[src/rtl/ttl_74191_sync.sv]
// 74LS191-style presettable up/down counter, single-clock model with Cen edge detect.
// Define TTL74191_RCO_REG_EN to register RCO_bar (one Clk lag, glitch-free for cascading).
module ttl_74191_sync #(
    parameter int WIDTH = 4
) (
    input  logic             Clk,
    input  logic             Rst,
    input  logic             Cen,
    input  logic             CTEN_bar,
    input  logic             D_U,
    input  logic             Load_bar,
    input  logic [WIDTH-1:0] D,
    output logic [WIDTH-1:0] Q,
    output logic             MAX_MIN,
    output logic             RCO_bar
);

    logic last_cen;
    logic cen_rise;
    logic rco_nom;

    assign cen_rise = Cen & ~last_cen;

    // last_cen resets high so a Cen held high across reset release is not a rising edge
    always_ff @(posedge Clk or posedge Rst) begin
        if (Rst) begin
            last_cen <= 1'b1;
            Q        <= '0;
        end else begin
            last_cen <= Cen;
            if (!Load_bar)
                Q <= D;
            else if (cen_rise && !CTEN_bar)
                Q <= D_U ? Q - WIDTH'(1) : Q + WIDTH'(1);
        end
    end

    assign MAX_MIN = D_U ? (Q == '0) : (Q == '1);
    assign rco_nom = ~(~Cen & ~CTEN_bar & MAX_MIN);

`ifdef TTL74191_RCO_REG_EN
    logic rco_q;

    always_ff @(posedge Clk or posedge Rst) begin
        if (Rst)
            rco_q <= 1'b1;
        else
            rco_q <= rco_nom;
    end

    assign RCO_bar = rco_q;
`else
    assign RCO_bar = rco_nom;
`endif

endmodule

[config.mk]
export PLATFORM = sky130hd
export DESIGN_NAME = ttl_74191_sync
export DESIGN_NICKNAME = d
export VERILOG_FILES = /design/src/rtl/ttl_74191_sync.sv
export SDC_FILE = /design/constraint.sdc
export NUM_CORES = 1
export LEC_CHECK = 0
export CORE_AREA = 2 2 39 41
export DETAILED_ROUTE_END_ITERATION = 10
export DIE_AREA = 0 0 41 43
export DONT_BUFFER_PORTS = 1
export GPL_TIMING_DRIVEN = 0
export PLACE_DENSITY = 0.52
export SETUP_SLACK_MARGIN = 0.5
export SYNTH_ARGS = -nofsm -noshare
export SYNTH_HDL_FRONTEND = slang
export SYNTH_SLANG_ARGS = --single-unit
[constraint.sdc]
create_clock -name Clk -period 1.5 [get_ports Clk]
set_input_delay 0.3 -clock Clk [delete_from_list [all_inputs] [get_ports Clk]]
set_output_delay 0.3 -clock Clk [all_outputs]
set_load 0.02 [all_outputs]
Yosys cells after proc, flatten, opt, wreduce, memory -nomap -nowiden
Index checks and enable logic that the tools add are counted.
W data, S select, Z words.
{"block": "classes", "eq_ne": 2, "n_reduce_logical": 3, "order_cmp": 0, "n_mux": 4, "n_div": 0, "n_mul": 0, "shifts": 0, "addsub": 2, "n_bitwise": 7}
{"cell": "$mux W4", "count": 3}
{"cell": "$add A4 B1 Y4 const B", "count": 1}
{"cell": "$eq A4 B4 Y1 const B", "count": 1}
{"cell": "$logic_not A4 Y1", "count": 1}
{"cell": "$not A1 Y1", "count": 4}
{"cell": "$sub A4 B1 Y4 const B", "count": 1}
{"cell": "$and A1 B1 Y1", "count": 3}
{"cell": "$ne A2 B1 Y1 const B", "count": 1}
{"cell": "$logic_and A1 B1 Y1", "count": 1}
{"cell": "$logic_not A1 Y1", "count": 1}
{"cell": "$mux W1", "count": 1}
{"block": "totals", "n_memories": 0, "register_bits": 5, "latch_bits": 0, "mem_bits_ro": 0, "ramBits": 0, "word_cells": 20, "input_bits": 10}

Depth between registers and ports, before layout
Gate-level depths: netlist of run 1.
{"block": "logic_depth", "depth_word": 5, "depth_mapped": 6}

Least setup slack after synthesis of run 1
No wires, ideal clock.
{"block": "synth_path", "path_kind": "reg-to-output", "startpoint": "reg Q[3]", "endpoint": "out RCO_bar", "slack_ps": -285, "path_stages_with_launch": 4, "arrival_ps": 1485, "n_path_buf": 0, "path_cell_list": "dfrtp_1 nand4_1 o21ai_0 nand2_1"}
{"block": "synth_between", "elab_chain_cells": 4, "word_cells_on_any_way": 5, "classes_between": "eq/ne (1); mux (1); bitwise (2); reduce/logical (1)"}
{"element": "start, declared", "line_no": "13", "text": "output logic [WIDTH-1:0] Q,"}
{"element": "start signal, assigned", "line_no": "34", "text": "Q <= D_U ? Q - WIDTH'(1) : Q + WIDTH'(1);"}
{"element": "$eq A4 B4 Y1 / $logic_not A4 Y1 (equally long branches)", "line_no": "38", "text": "assign MAX_MIN = D_U ? (Q == '0) : (Q == '1);"}
{"element": "$mux W1 (*)", "line_no": "38"}
{"element": "via MAX_MIN", "line_no": "14", "text": "output logic MAX_MIN,"}
{"element": "$and A1 B1 Y1 (*)", "line_no": "39", "text": "assign rco_nom = ~(~Cen & ~CTEN_bar & MAX_MIN);"}
{"element": "$not A1 Y1 (*)", "line_no": "39"}
{"element": "end, declared", "line_no": "15", "text": "output logic RCO_bar"}
Mark *: on every way through the listed nets, which the timed path passes. The rest lies on a longest branch.

Worst setup path in the final report of run 1
{"block": "layout_path", "startpoint": "reg Q[2]", "endpoint": "out RCO_bar"}
The elaborated chain is that of the path after synthesis.

==> results.ini, run 1 <==
[outcome]
status = finished, violations left
failed_checks = setup timing

[cts]
cts.path.max_buffers = 2
cts_buffers = 3
insertion_delay_ns = 0.25
cts.clk_slew.worst_paths_ns = 0.04
numClockSinks = 5
cts_max_level = 1
cts_tree = yes
cts-root-buf = clkbuf_4

[routing]
firstDrtPassIters = 4
drc_errors = 0
via_count = 349
avgRoutedWirePerCell_microns = 12.4
wirelength_microns = 834
antenna_left = 0
vias_per_cell = 5.21
detail_route.iter0.violations = 5

[critical_path]
endpoint = RCO_bar
crit_fanout = 5
end_kind = output port
r2r_slack_ns = -0.01
startpoint = Q[2]
crit_chain = nor3_2 -> nand3_1 -> o21ai_4 -> nand2_4
critPathLaunchType = register
r2r-end = Q[1]
cp.required_ns = 1.20
max_stage_delay_ns = 0.49
worstPathArrival_ns = 1.33
slowest_stage = dfrtp_2
critical_path_class = reg2out
worst_r2r_path_depth = 4
worstReg2RegStart = Q[0]

[yosys]
syn-num-nets = 58
ys_seq_area_share_pct = 32.6
netlist_area_sq_um = 388
avgSynthCellArea_sq_um = 8.62
synthCells = 45
yosysWarnings = 0
synth_cell_type_count = 26
ys_ff_latch = 5

[global_route]
antenna_found_initial = 0
grt_max_degree = 11
grt_pass1_vias = 328
grt_pass1_wl_microns = 1350
grt_overflow = 0
track_usage_pct = 11.5

[floorplan]
initial_core_util_pct = 28.0
die_w_microns = 41
die_h_microns = 43
num_rows = 14
io_pins = 16
coreArea_sq_um = 1380
dieArea_sq_um = 1760

[cells_and_area]
final_cells = 67
drive_gt1_share_pct = 45.1
fill_cells = 143
fin_nets = 65
areaGrowthSynthToFinish_pct = 32.3
antenna_cells = 0
final_cell_mix = dfrtp_2, nor2_1

[power]
pwr-share-seq_pct = 41.9
swShare_pct = 34.3
powerDensity_nw_per_um2 = 944
ir_drop_mv = 0.450
p_switching_mw = 0.166
p_int_mw = 0.318
leakagePower_nw = 0.227
p_comb_share_pct = 25.3
p_clk_share_pct = 32.8

[sta]
finalSetupViolCount = 3
finalSetupTns_ns = -0.159
fin_crit_sh_pct = 109
worst_pin_slew_ns = 0.460
slew_viol_final = 0
period_minus_slack_ns = 1.63
hold_viol_final = 0
skew_ns = 0.00236
relSlewSlack_pct = 69.3
fin_ws_ns = -0.130
rsz0062_at_grt = yes
max_freq_mhz = 613

[placement]
dpl.hpwl_microns = 622
dp_cells = 61
place.gp.congestion = 0.740
port_buffers = 0

[min_path]
hp-start = Cen
hold_class = in2reg

[run]
maxCapViolations = 0

-- synthesized netlist by cell type (all sizes together) --
master / number / area share (%)
ha: 2 / 6.5
o21ai: 3 / 3.9
xor2: 1 / 2.3
nand2: 3 / 3.6
nor2b: 1 / 1.6
a21oi: 4 / 5.2
inv: 5 / 4.8
o21bai: 1 / 1.9
nand3: 3 / 3.9
buf: 2 / 3.9
fa: 1 / 5.2
mux2: 1 / 3.9
nand4: 1 / 1.6
or3b: 1 / 2.3
and3: 2 / 3.2
dfrtp: 4 / 26
nor2: 4 / 3.9
a31oi: 1 / 1.6
xnor2: 1 / 2.3
dfstp: 1 / 6.8
nor3: 1 / 1.3
nor4: 2 / 4.8
-- flip-flops by register name (all words and copies together) (netlist names) --
signal / flops
last_cen: 1
Q: 4
-- layout make-up --
class	count	area (sq um)	area share [%]
Multi-Input combinational cell	33	280	54.6
Sequential cell	5	131	25.6
Clock buffer	4	26.3	5.12
Tap cell	16	20.0	3.90
Buffer	2	18.8	3.66
Inverter	5	18.8	3.66
Timing Repair Buffer	2	17.5	3.41
-- worst max-delay path, delay by kind of cell, from the launching register on --
kind               cells  cell delay [ns]
AOI/OAI and AO/OA      1             0.14
and+or+nand+nor        3             0.46
DFF                    1             0.49
-- logic make-up (layout without fill, tap and decap cells) --
| family | after synthesis | in the layout | share of synthesized area [%] |
|---|---|---|---|
| fa+ha+maj | 3 | 3 | 11.6 |
| compound gates | 9 | 9 | 12.6 |
| flops | 5 | 5 | 32.6 |
| mux | 1 | 1 | 3.87 |
| buf+inv | 7 | 13 | 8.71 |
| xor+xnor | 2 | 2 | 4.52 |
| simple gates | 18 | 18 | 26.1 |
-- power groups by stage --
stage | sequential, mW | clock (mW) | combinational [mW]
global placement | 0.203 | 0 | 0.101
global route | 0.207 | 0.174 | 0.141
CTS | 0.203 | 0.164 | 0.118
finish | 0.203 | 0.159 | 0.122
detailed placement | 0.203 | 0 | 0.103
floorplan | 0.196 | 0 | 0.0888
-- layer usage --
layer	global-route usage, %	wire length [microns]
met5	0	0
met4	2.00	0
met3	8.38	93
met2	15.6	388
met1	14.7	353
-- through the flow --
stage | total power [mW] | cell area (sq um) | hold slack (ns) | utilization (%) | worst slack [ns]
2_1_floorplan | 0.285 | 409 | 0.0779 | - | 0.0521
3_3_place_gp | 0.304 | 429 | 0.103 | 31.0 | 0.0121
3_5_place_dp | 0.307 | 429 | 0.112 | 31.0 | 0.00111
4_1_cts | 0.485 | 498 | 0.0462 | 36.0 | -0.140
5_1_grt | 0.522 | 513 | 0.0374 | 37.1 | -0.202
6_report | 0.484 | 513 | 0.0518 | 37.1 | -0.130
-- repair_timing --
item                                    CTS  global route
buffers inserted                          1             0
cloned                                    0             0
endpoints found under the setup margin   10            10
hold buffers                              1             0
gates resized for setup                   5             4
pin swaps                                 4             4
hold endpoints to repair                  4             0
-- worst min-delay path by stage --
stage	slack [ns]	cells after the start	to
floorplan	0.08	1	Q[0]
global placement	0.10	1	Q[2]
detailed placement	0.11	1	Q[2]
CTS	0.05	0	last_cen
global route	0.04	0	last_cen
finish	0.05	0	last_cen
(Power assumes the default switching activity.)
==> run 2: changes to the inputs <==
Settings changed: CAP_MARGIN set to 20.
==> results of run 2 <==
Same layout as run 1: the final DEF is identical, and so are final timing and power.
==> run 3: changes to the inputs <==
Settings changed: GPL_ROUTABILITY_DRIVEN set to 0.
==> results of run 3 <==
Same layout as run 1: the final DEF is identical, and so are final timing and power.
